[src/rtl/wb_pkg.sv]
// rtl/wb_pkg.sv - shared types and default sizes for the write-back arbiter
// Contents: requester_e (which producer owns the write port), wb_req_t (one
// write-back payload at default sizes), default WIDTH/VECTOR_WIDTH/ADDRESSWIDTH.
package wb_pkg;

    localparam int WB_WIDTH        = 24;
    localparam int WB_VECTOR_WIDTH = 8;
    localparam int WB_ADDRESSWIDTH = 4;

    typedef enum logic {
        REQ_ALU = 1'b0,
        REQ_MEM = 1'b1
    } requester_e;

    typedef struct packed {
        logic [WB_ADDRESSWIDTH-1:0]                 addr;
        logic [WB_WIDTH-1:0]                        data;
        logic [WB_VECTOR_WIDTH-1:0][WB_WIDTH-1:0]   data_v;
        logic                                       isvector;
        logic                                       vect_esc;
        logic [2:0]                                 index;
    } wb_req_t;

endpackage

[src/rtl/wb_scoreboard.sv]
// rtl/wb_scoreboard.sv - pending-destination bits and decode hazard lookup
// Ports: clock, reset (async active-low); issue_valid/issue_dest mark a register
// pending; clear_valid/clear_addr retire it; rd_addr1/rd_addr2 plus issue_dest
// are looked up to form hazard.
module wb_scoreboard
    import wb_pkg::*;
#(
    parameter int ADDRESSWIDTH = WB_ADDRESSWIDTH
) (
    input  logic                    clock,
    input  logic                    reset,
    input  logic                    issue_valid,
    input  logic [ADDRESSWIDTH-1:0] issue_dest,
    input  logic                    clear_valid,
    input  logic [ADDRESSWIDTH-1:0] clear_addr,
    input  logic [ADDRESSWIDTH-1:0] rd_addr1,
    input  logic [ADDRESSWIDTH-1:0] rd_addr2,
    output logic                    hazard
);

    localparam int DEPTH = 1 << ADDRESSWIDTH;

    logic [DEPTH-1:0] pending;
    logic [DEPTH-1:0] pending_next;

    // The set is applied after the clear so a re-issue of the register being
    // retired this cycle stays pending.
    always_comb begin
        pending_next = pending;
        if (clear_valid) begin
            pending_next[clear_addr] = 1'b0;
        end
        if (issue_valid) begin
            pending_next[issue_dest] = 1'b1;
        end
    end

    always_ff @(posedge clock or negedge reset) begin
        if (!reset) begin
            pending <= '0;
        end else begin
            pending <= pending_next;
        end
    end

    // Registered bits only: a write retiring this cycle still stalls decode.
    assign hazard = pending[rd_addr1] | pending[rd_addr2] | pending[issue_dest];

endmodule

[src/rtl/wb_port_arbiter.sv]
// rtl/wb_port_arbiter.sv - round-robin ALU/MEM write-back arbiter with scoreboard
// Ports: clock, reset (async active-low); alu_*/mem_* requests with valid/ready
// handshake; registered register-file write port writeEnable, writeAddress,
// dataToSave, dataToSave_v, isvector_A, vect_esc_A, index_A; issue_valid,
// issue_dest, rd_addr1, rd_addr2 and hazard for decode stalls.
// Build option: WB_SCOREBOARD_EN builds the scoreboard; otherwise hazard is 0.
module wb_port_arbiter
    import wb_pkg::*;
#(
    parameter int WIDTH        = WB_WIDTH,
    parameter int VECTOR_WIDTH = WB_VECTOR_WIDTH,
    parameter int ADDRESSWIDTH = WB_ADDRESSWIDTH
) (
    input  logic                                clock,
    input  logic                                reset,
    input  logic                                alu_valid,
    output logic                                alu_ready,
    input  logic [ADDRESSWIDTH-1:0]             alu_addr,
    input  logic [WIDTH-1:0]                    alu_data,
    input  logic [VECTOR_WIDTH-1:0][WIDTH-1:0]  alu_data_v,
    input  logic                                alu_isvector,
    input  logic                                alu_vect_esc,
    input  logic [2:0]                          alu_index,
    input  logic                                mem_valid,
    output logic                                mem_ready,
    input  logic [ADDRESSWIDTH-1:0]             mem_addr,
    input  logic [WIDTH-1:0]                    mem_data,
    input  logic [VECTOR_WIDTH-1:0][WIDTH-1:0]  mem_data_v,
    input  logic                                mem_isvector,
    input  logic                                mem_vect_esc,
    input  logic [2:0]                          mem_index,
    output logic                                writeEnable,
    output logic [ADDRESSWIDTH-1:0]             writeAddress,
    output logic [WIDTH-1:0]                    dataToSave,
    output logic [VECTOR_WIDTH-1:0][WIDTH-1:0]  dataToSave_v,
    output logic                                isvector_A,
    output logic                                vect_esc_A,
    output logic [2:0]                          index_A,
    input  logic                                issue_valid,
    input  logic [ADDRESSWIDTH-1:0]             issue_dest,
    input  logic [ADDRESSWIDTH-1:0]             rd_addr1,
    input  logic [ADDRESSWIDTH-1:0]             rd_addr2,
    output logic                                hazard
);

    requester_e last;
    logic       transfer;

    // A lone requester always wins; on a tie the one not granted last wins.
    assign alu_ready = alu_valid & (~mem_valid | (last == REQ_MEM));
    assign mem_ready = mem_valid & (~alu_valid | (last == REQ_ALU));
    assign transfer  = alu_ready | mem_ready;

    always_ff @(posedge clock or negedge reset) begin
        if (!reset) begin
            last         <= REQ_MEM;
            writeEnable  <= 1'b0;
            writeAddress <= '0;
            dataToSave   <= '0;
            dataToSave_v <= '0;
            isvector_A   <= 1'b0;
            vect_esc_A   <= 1'b0;
            index_A      <= '0;
        end else begin
            writeEnable <= transfer;
            // Payload only moves on a transfer so idle cycles hold the last write.
            if (transfer) begin
                last         <= alu_ready ? REQ_ALU : REQ_MEM;
                writeAddress <= alu_ready ? alu_addr     : mem_addr;
                dataToSave   <= alu_ready ? alu_data     : mem_data;
                dataToSave_v <= alu_ready ? alu_data_v   : mem_data_v;
                isvector_A   <= alu_ready ? alu_isvector : mem_isvector;
                vect_esc_A   <= alu_ready ? alu_vect_esc : mem_vect_esc;
                index_A      <= alu_ready ? alu_index    : mem_index;
            end
        end
    end

`ifdef WB_SCOREBOARD_EN
    wb_scoreboard #(
        .ADDRESSWIDTH (ADDRESSWIDTH)
    ) u_scoreboard (
        .clock       (clock),
        .reset       (reset),
        .issue_valid (issue_valid),
        .issue_dest  (issue_dest),
        .clear_valid (writeEnable),
        .clear_addr  (writeAddress),
        .rd_addr1    (rd_addr1),
        .rd_addr2    (rd_addr2),
        .hazard      (hazard)
    );
`else
    logic unused_scoreboard_inputs;
    assign unused_scoreboard_inputs = ^{issue_valid, issue_dest, rd_addr1, rd_addr2};
    assign hazard = 1'b0;
`endif

endmodule

[config.mk]
export PLATFORM = sky130hd
export DESIGN_NAME = wb_port_arbiter
export DESIGN_NICKNAME = d
export VERILOG_FILES = /design/src/rtl/wb_pkg.sv /design/src/rtl/wb_scoreboard.sv /design/src/rtl/wb_port_arbiter.sv
export SDC_FILE = /design/constraint.sdc
export NUM_CORES = 1
export LEC_CHECK = 0
export ABC_AREA = 1
export BUFFER_PORTS_ARGS = -buffer_cell sky130_fd_sc_hd__buf_2
export CAP_MARGIN = 15
export CELL_PAD_IN_SITES_DETAIL_PLACEMENT = 2
export CELL_PAD_IN_SITES_GLOBAL_PLACEMENT = 2
export CORE_AREA = 4 4 269 271
export DETAILED_ROUTE_END_ITERATION = 8
export DIE_AREA = 0 0 273 275
export PLACE_DENSITY_LB_ADDON = 0.1
export SYNTH_ARGS = -nofsm -noshare
export SYNTH_HDL_FRONTEND = slang
export SYNTH_SLANG_ARGS = --single-unit
[constraint.sdc]
create_clock -name clock -period 1.8 [get_ports clock]
set_clock_uncertainty 0.15 [all_clocks]
set_input_delay 0.27 -clock clock [delete_from_list [all_inputs] [get_ports clock]]
set_output_delay 0.27 -clock clock [all_outputs]
set_load 0.03 [all_outputs]
==> results of run 1 <==
==> cells by family (layout without fill, tap and decap cells) <==
kind of cell / count (synthesis) / after routing / synth area share (%)
flops: 227 / 227 / 42.4
simple gates: 1353 / 1353 / 44.3
other cells: 1 / 20 / 0.0280
compound gates: 2 / 2 / 0.0746
buf+inv: 404 / 1501 / 13.2
==> cell usage after synthesis (all sizes together) <==
cell type	n	area, um2
conb	1	3.75
buf	156	842
a21oi	1	5.00
dfstp	1	26.3
o21ai	1	5.00
inv	229	860
nand3	226	1130
nand2	902	3390
nand4	225	1410
dfrtp	226	5660
clkbuf	19	71.3
==> per-layer routing <==
| layer | GRT usage [%] | vias to the layer above |
|---|---|---|
| met2 | 39.8 | 522 |
| li1 | - | 8482 |
| met5 | 0 | - |
| met3 | 5.17 | 172 |
| met1 | 25.4 | 9107 |
| met4 | 9.52 | 0 |
==> metrics by stage <==
stage	instance area, um2	setup slack [ps]	hold WS (ps)	util (%)	TNS, ps
CTS	23800	-132	66.4	34.2	-9600
global route	24100	-129	72.8	34.6	-5870
floorplan	13400	140	-176	-	0
detailed placement	18100	53.2	47.9	26.0	0
finish	24100	-64.4	68.9	34.6	-194
global placement	18100	78.1	46.4	26.0	0
==> flip-flops by register name, summed over array words and instances, names as in the netlist <==
name	cells
vect_esc_A	1
last	1
dataToSave_v	192
index_A	3
dataToSave	24
writeEnable	1
writeAddress	4
isvector_A	1
==> how the worst max path moves through the flow <==
| stage | start | to | slack (ps) | cells past startpoint |
|---|---|---|---|---|
| floorplan | mem_valid | mem_ready | 140 | 5 |
| global placement | last$_DFFE_PN1P_ | alu_ready | 80 | 5 |
| detailed placement | last$_DFFE_PN1P_ | alu_ready | 50 | 5 |
| CTS | last$_DFFE_PN1P_ | alu_ready | -130 | 5 |
| global route | last$_DFFE_PN1P_ | alu_ready | -130 | 5 |
| finish | last$_DFFE_PN1P_ | alu_ready | -60 | 5 |
==> timing repair <==
item | CTS | global route
endpoints found under the setup margin | 1 | 196
hold buffers | 451 | 0
endpoints found under the hold margin | 451 | 0
cloned | 0 | 5
pin swaps | 2 | 2
gates resized for setup | 11 | 17
buffers inserted | 3 | 4
==> cell type report <==
| class | instances | area (um2) | area share, % |
|---|---|---|---|
| clock buffers | 49 | 1020 | 4.23 |
| inverters | 229 | 880 | 3.64 |
| diodes | 19 | 47.5 | 0.197 |
| flip-flops and latches | 227 | 5680 | 23.5 |
| well taps | 940 | 1180 | 4.87 |
| repair buffers | 1211 | 9220 | 38.2 |
| clock inverters | 12 | 135 | 0.560 |
| multi-input cells | 1356 | 5970 | 24.7 |
==> report_power, final <==
group	switching (mW)	leakage (nW)	internal [mW]
Combinational	4.30	10.1	2.46
Clock	2.71	0.578	4.37
Sequential	0.408	2.67	5.78
==> qor.txt, run 1 <==
Placeable core region = 0.0698 mm2
R2r worst-path depth = 8
Antenna violations before repair = 18
CTS H-tree depth = 2
Mapped cell area = 0.0134 mm2
Number of detailed-route iterations in the first pass = 5
R2R Setup Slk = -30 ps
Total global-route track usage = 22.2%
TritonCTS clock tree = yes
Port buffer count = 681
Most common cell after layout, fill and taps aside = nand2_1
Worst Setup Path Type = flip-flop to output port
Top layer used by detailed routing = met4
Synthesis-to-finish area growth = 80.1%
Final setup margin = -64.4 ps
RR Endpoint = dataToSave_v[8]$_DFFE_PN0P_
Worst Hold Class = input port to async pin
Gr ovfl total = 0
CP Capture Type = output port
Number of global-route vias before repair = 20900
Area of the die = 0.0751 mm2
Arrival @ worst endpoint = 1440 ps
Row count = 97
Clk_lat worst skew = 530 ps
Most frequent cells in the layout = nand2_1, buf_2, dlygate4sd3_1
Sequential element share of the synthesized area = 42.4%
Seq cells post-synth = 227
Worst Tran Pin Value = 520 ps
CP peak stage delay = 550 ps
Netlist cell types = 16
Detailed Place HPWL = 56700 um
Slew Limit Headroom = 65.3%
Critical path launch point type = flip-flop
Non-filler instance count after layout = 4043
Starting Density = 19.2%
RR Startpoint = last$_DFFE_PN1P_
Layout cells sized above 1 = 26.6%
GPL Wtd Cong = 0.779
Final Slew Violations = 0
Fmax = 0.536 GHz
Post-synth net total = 2454
Vias per cell = 4.52
CTS sink count = 227
# nets final = 3526
DR vias = 18300
Max_cap viols = 0
Worst-path cell chain = inv_4, nand2_8, nand2_8, inv_4, buf_6
Met2 wire length = 44600 um
Power Density = 830 mW/mm2
Fin crit share = 104%
Worst path bufs/invs = 3
Num CTS Buffers = 34
Tot Pwr = 20.0 mW
Cells after synthesis = 1987
Synth Warn # = 0
WL per Instance = 21.6 um
Failing checks = negative setup slack
Synth Area per Inst = 6.74 um2
Peak supply drop = 475 uV
Critical Path RT = 1380 ps
Status = finished, violations left
Final ANT Viol Nets = 0
Lkg Pwr = 13.3 nW
Fillers = 8154
Crit path max fanout = 2
Clk Tree Root Cell = clkbuf_16
DRC errors left = 0
CTS Buffer Depth = 3
Wirelength, routed = 87400 um
Placed insts = 3500
Final min period = 1860 ps
Final Hold Vio Count = 0
Met3 wire length = 4790 um
Worst path top cell family by delay = flip-flops
RSZ-0062 raised after global routing = true
Die Y-Extent = 275 um
Slowest-stage cell, CP = dfstp_2
Io pins = 696
Final Setup Violations = 10
Pin count of the biggest net entering global routing = 77
First-pass GRT wire length = 130000 um
DIE WIDTH = 273 um
WL met1 = 34400 um
Initial detailed-routing violation count = 640
CTS clk-pin slew, worst paths = 60 ps
(Power assumes the default switching activity.)
==> inputs of run 2 (changes only) <==
CELL_PAD_IN_SITES_DETAIL_PLACEMENT = unset   (was 2)
CELL_PAD_IN_SITES_GLOBAL_PLACEMENT = unset   (was 2)
CORE_AREA = 4 4 268 270   (was 4 4 269 271)
CTS_BUF_LIST = sky130_fd_sc_hd__clkbuf_8 sky130_fd_sc_hd__clkbuf_16   (was unset)
DIE_AREA = 0 0 272 274   (was 0 0 273 275)
PLACE_DENSITY_LB_ADDON = unset   (was 0.1)
==> run 2 against run 1 <==
Critical path depth unchanged. First-iteration DRC count up 100%. Die area down 0.73%. Final cell count barely moved. Non-clock buffer count rose by 22. The run still ends with negative setup slack left. Clock-buffer cell count decreased by 15. Power decreased by 7.4%. Largest power group is now combinational cells. Setup slack worse by 31 ps. Hold slack lost 16 ps. Wire length decreased by 25%. Cell area shrank 1.3%.
==> qor.txt, run 2 (synthesized netlist as in run 1, its figures left out) <==
Status = finished, violations left
Failing checks = negative setup slack
Vias per cell = 4.44 (-1.8%)
Die Y-Extent = 274 um (-0.36%)
Number of global-route vias before repair = 17900 (-14%)
Pre-CTS WS = 91.4 ps (+38.2 ps)
Peak supply drop = 554 uV (+17%)
Worst-path cell chain = inv_4, nand2_8, nand2_8, inv_4, buf_6
Fmax = 0.528 GHz (-1.6%)
Worst Setup Path Type = flip-flop to output port
Starting Density = 19.3% (+0.067 points)
Lkg Pwr = 13.2 nW (-0.55%)
CTS H-tree depth = 1 (-1)
RSZ-0062 raised after global routing = true
Max_cap viols = 0 (unchanged)
Final Slew Violations = 0 (unchanged)
Detailed Place HPWL = 41700 um (-26%)
Slowest-stage cell, CP = dfstp_2
TritonCTS clock tree = yes
Placeable core region = 0.0695 mm2 (-0.35%)
Wirelength, routed = 65400 um (-25%)
Critical Path RT = 1380 ps (about the same)
Clock share of power = 32.4% (-3.0 points)
Initial detailed-routing violation count = 1278 (+100%)
First-pass GRT wire length = 98500 um (-24%)
Final Hold Vio Count = 0 (unchanged)
CTS sink count = 227 (unchanged)
Power share of the sequential group = 33.3% (+2.4 points)
Layout cells sized above 1 = 27.0% (+0.34 points)
Total global-route track usage = 16.3% (-5.9 points)
Num CTS Buffers = 28 (-18%)
CTS Buffer Depth = 3 (unchanged)
Critical path launch point type = flip-flop
Fillers = 7027 (-14%)
DRC errors left = 0 (unchanged)
Number of detailed-route iterations in the first pass = 6 (+1)
Worst path top cell family by delay = flip-flops
Row count = 97 (unchanged)
GPL Wtd Cong = 0.881 (+13%)
DR vias = 17900 (-1.8%)
Io pins = 696 (unchanged)
CP Capture Type = output port
Antenna violations before repair = 1 (-17)
Pin count of the biggest net entering global routing = 78 (+1.3%)
Max reg flops = 192 (unchanged)
Most frequent cells in the layout = nand2_1, buf_2, dlygate4sd3_1
DIE WIDTH = 272 um (-0.37%)
Stages on worst setup path = 5 (unchanged)
Worst Tran Pin Value = 522 ps (+1.51 ps)
Final setup margin = -95.5 ps (-31.0 ps)
Clk_lat worst skew = 570 ps (+40 ps)
Worst Hold Class = input port to flip-flop
Final min period = 1900 ps (+31.0 ps)
Clk Tree Root Cell = clkbuf_16
Largest regs = dataToSave_v x192, dataToSave x24, writeAddress x4
Arrival @ worst endpoint = 1480 ps (+40 ps)
Port buffer count = 681 (unchanged)
Area of the die = 0.0745 mm2 (-0.73%)
Non-filler instance count after layout = 4039 (-0.099%)
Most common cell after layout, fill and taps aside = nand2_1
Worst path bufs/invs = 3 (unchanged)
WHS Path Cells = 5
WL per Instance = 16.2 um (-25%)
Synthesis-to-finish area growth = 77.9%
Crit path max fanout = 2 (unchanged)
Top reg by flops = dataToSave_v
# nets final = 3542 (+0.45%)
Final ANT Viol Nets = 0 (unchanged)
Fin crit share = 105% (+1.7 points)
Final Setup Violations = 17 (+7)
Placed insts = 3528 (+0.80%)
CTS clk-pin slew, worst paths = 60 ps (about the same)
Power Density = 778 mW/mm2 (-6.3%)
Net Sw Frac = 36.1% (-0.93 points)
CP peak stage delay = 550 ps (about the same)
P_sw = 6.70 mW (-9.8%)
Gr ovfl total = 0 (unchanged)
R2r worst-path depth = 8 (unchanged)
Pint = 11.8 mW (-6.1%)
Slew Limit Headroom = 65.2% (-0.10 points)
Gate power share = 34.3% (+0.5 points)
==> run 2: per-layer routing <==
| layer | vias to the layer above | GRT usage [%] | routed length, um |
|---|---|---|---|
| li1 | 8485 | - | - |
| met1 | 8086 | 19.0 | 24700 |
| met2 | 1081 | 27.7 | 30900 |
| met3 | 291 | 3.26 | 5210 |
| met4 | 2 | 9.94 | 4480 |
| met5 | - | 0 | 13 |
==> run 2: area by class of cell <==
| class | instances | area, um2 | area share (%) |
|---|---|---|---|
| repair buffers | 1233 | 9130 | 38.3 |
| multi-input cells | 1356 | 5980 | 25.1 |
| flip-flops and latches | 227 | 5680 | 23.8 |
| well taps | 940 | 1180 | 4.93 |
| inverters | 229 | 880 | 3.69 |
| clock buffers | 34 | 795 | 3.33 |
| clock inverters | 18 | 186 | 0.782 |
| diodes | 2 | 5.00 | 0.0210 |
==> run 2: path summary, 6_finish.rpt <==
path	from	endpoint	slack (ps)
min reg2reg	dataToSave[22]$_DFFE_PN0P_	dataToSave[22]$_DFFE_PN0P_	380
max	last$_DFFE_PN1P_	alu_ready	-100
max reg2reg	last$_DFFE_PN1P_	dataToSave_v[148]$_DFFE_PN0P_	-80
max in group asynchronous	reset	dataToSave_v[75]$_DFFE_PN0P_	760
min	alu_data_v[47]	dataToSave_v[47]$_DFFE_PN0P_	50
min in group asynchronous	reset	dataToSave_v[86]$_DFFE_PN0P_	90
==> run 2: metrics by stage <==
| step | instance area (um2) | total power, mW | hold WS (ps) | util, % | setup TNS [ps] |
|---|---|---|---|---|---|
| after floorplan | 13400 | 9.39 | -176 | - | 0 |
| after global placement | 18200 | 11.7 | 96.7 | 26.1 | 0 |
| after detailed placement | 18200 | 11.7 | 94.5 | 26.1 | 0 |
| after CTS | 23700 | 18.6 | 0.293 | 34.1 | -1040 |
| after global routing | 23800 | 19.5 | 57.8 | 34.3 | -6350 |
| final | 23800 | 18.5 | 52.7 | 34.3 | -476 |
==> run 2: power by group through the flow <==
| stage | Clock, mW | Sequential [mW] | Combinational (mW) |
|---|---|---|---|
| after global routing | 6.37 | 6.24 | 6.87 |
| after floorplan | 0 | 7.55 | 1.84 |
| final | 6.00 | 6.17 | 6.37 |
| after detailed placement | 0 | 6.23 | 5.46 |
| after global placement | 0 | 6.23 | 5.44 |
| after CTS | 6.22 | 6.16 | 6.25 |
==> run 2: worst min-delay path, stage by stage <==
cell and delay, ps:
buf_2 70, inv_1 120, nand3_1 140, nand2_1 60, nand2_1 50
==> run 2: what timing repair did <==
item | 4_1_cts | 5_1_grt
endpoints found under the hold margin | 452 | 0
pin swaps | 1 | 0
setup buffers | 3 | 1
hold buffers | 453 | 0
endpoints found under the setup margin | 2 | 195
gates resized for setup | 6 | 18
gates cloned | 0 | 1
==> inputs of run 3 (changes only) <==
TNS_END_PERCENT = 20   (was unset)
==> run 3 against run 2 <==
The flow still finishes with violations (negative setup slack). Maximum frequency barely moved. Via count barely moved. Hold slack got worse by 0.97 ps. Power barely moved. Sequential power barely moved. Non-clock buffer count fell by 1. Critical path type unchanged. Critical endpoint unchanged. Largest power group unchanged.
==> qor.txt, run 3 (synthesized netlist as in run 1, its figures left out) <==
Wirelength, routed = 65400 um (+0.13%)
Placeable core region = 0.0695 mm2 (unchanged)
# nets final = 3541 (-0.028%)
HP Start = alu_data_v[47]
Final ANT Viol Nets = 0 (unchanged)
Io pins = 696 (unchanged)
DIE WIDTH = 272 um (unchanged)
Arrival @ worst endpoint = 1480 ps (about the same)
Total global-route track usage = 16.3% (unchanged)
Final Slew Violations = 0 (unchanged)
Largest regs = dataToSave_v x192, dataToSave x24, writeAddress x4
Row count = 97 (unchanged)
CP Capture Type = output port
CTS Buffer Depth = 3 (unchanged)
Top reg by flops = dataToSave_v
Pin count of the biggest net entering global routing = 78 (unchanged)
Worst Setup Path Type = flip-flop to output port
Worst Hold Class = input port to flip-flop
DRC errors left = 0 (unchanged)
Max_cap viols = 0 (unchanged)
Power Density = 778 mW/mm2 (about the same)
Starting Density = 19.3% (unchanged)
CTS clk-pin slew, worst paths = 60 ps (about the same)
Number of detailed-route iterations in the first pass = 5 (-1)
Failing checks = negative setup slack
Final setup margin = -95.4 ps (+0.0999 ps)
Most common cell after layout, fill and taps aside = nand2_1
Gr ovfl total = 0 (unchanged)
GPL Wtd Cong = 0.881 (unchanged)
Fmax = 0.528 GHz (about the same)
Final Hold Vio Count = 0 (unchanged)
Die Y-Extent = 274 um (unchanged)
RSZ-0062 raised after global routing = true
DR vias = 17900 (-0.0056%)
CP Launch Point = last$_DFFE_PN1P_
Max reg flops = 192 (unchanged)
Worst Tran Pin Value = 520 ps (-1.68 ps)
Placed insts = 3528 (unchanged)
Synthesis-to-finish area growth = 77.7%
Critical path launch point type = flip-flop
Final core occ = 34.2% (-0.038 points)
Crit path max fanout = 2 (unchanged)
Lkg Pwr = 13.2 nW (about the same)
RR Startpoint = last$_DFFE_PN1P_
Non-filler instance count after layout = 4038 (-0.025%)
Port buffer count = 681 (unchanged)
WHS = 51.7 ps (-0.968 ps)
Clk_lat worst skew = 570 ps (about the same)
CTS H-tree depth = 1 (unchanged)
WL per Instance = 16.2 um (+0.15%)
CTS sink count = 227 (unchanged)
Setup_tns = -370 ps (+105 ps)
Final min period = 1900 ps (-0.0999 ps)
Final Setup Violations = 11 (-6)
First-pass GRT wire length = 98500 um (unchanged)
Number of global-route vias before repair = 17900 (unchanged)
Detailed Place HPWL = 41700 um (unchanged)
Most frequent cells in the layout = nand2_1, buf_2, dlygate4sd3_1
Peak supply drop = 556 uV (+0.31%)
Num CTS Buffers = 28 (unchanged)
Initial detailed-routing violation count = 1283 (+0.39%)
Slew Limit Headroom = 65.3% (+0.11 points)
Status = finished, violations left
Antenna violations before repair = 1 (unchanged)
Fin crit share = 105% (about the same)
TritonCTS clock tree = yes
Critical Path RT = 1380 ps (about the same)
Layout cells sized above 1 = 26.9% (-0.056 points)
Area of the die = 0.0745 mm2 (unchanged)
Vias per cell = 4.44 (about the same)
Clk Tree Root Cell = clkbuf_16
## run 3: cell types whose count changed in the layout (fill, tap and decap cells not counted)
cell,previous run,this run
buf_6,12,10
a21oi_2,1,0
a21oi_1,0,1
buf_16,6,5
buf_4,64,65
buf_12,19,20
## run 3: path summary, 6_finish.rpt
kind | endpoint | slack (ps) | cells past startpoint
hold / removal | dataToSave_v[47]$_DFFE_PN0P_ | 50 | 5
max in group asynchronous | dataToSave_v[78]$_DFFE_PN0P_ | 760 | 3
setup / recovery | alu_ready | -100 | 5
min in group asynchronous | dataToSave_v[86]$_DFFE_PN0P_ | 90 | 2
hold reg to reg | dataToSave[22]$_DFFE_PN0P_ | 380 | 2
setup reg to reg | dataToSave_v[148]$_DFFE_PN0P_ | -80 | 8
## run 3: area by class of cell
type                       count  area, um2
fill                        7028      45700
timing repair buffer        1232       9110
multi-input combinational   1356       5970
sequential                   227       5680
tap                          940       1180
inverter                     229        880
clock buffer                  34        795
clock inverter                18        186
antenna                        2       5.00
## run 3: metrics by stage
step	area (um2)	setup WS [ps]	power, mW
after floorplan	13400	140	9.39
final	23800	-95.4	18.5
after CTS	23700	-149	18.6
after global placement	18200	105	11.7
after global routing	23800	-154	19.5
after detailed placement	18200	91.4	11.7
## run 3: worst max-delay path: stages, from the launching register on
cell     delay [ps]
dfstp_2         550
inv_4            50
nand2_8          70
nand2_8          70
inv_4            50
buf_6           110
## run 3: per-layer routing
metal | up-vias | part of all wire, % | track usage, %
met5 | - | 0.011 | 0
met4 | 2 | 6.8 | 9.94
met3 | 291 | 7.9 | 3.26
met2 | 1026 | 47 | 27.7
met1 | 8149 | 38 | 19.0
li1 | 8476 | - | -
## run 3: power by group
| part | leakage, nW | internal, mW | switching [mW] |
|---|---|---|---|
| Sequential | 2.67 | 5.78 | 0.396 |
| Clock | 0.514 | 3.68 | 2.32 |
| Combinational | 10.1 | 2.38 | 3.98 |
| Total | 13.2 | 11.8 | 6.70 |
## run 3: repair_timing
action / 4_1_cts / 5_1_grt
endpoints found under the hold margin: 452 / 0
hold buffers: 453 / 0
buffers inserted: 3 / 0
endpoints found under the setup margin: 2 / 195
gates resized for setup: 6 / 14
cloned: 0 / 1
pin swaps: 1 / 0
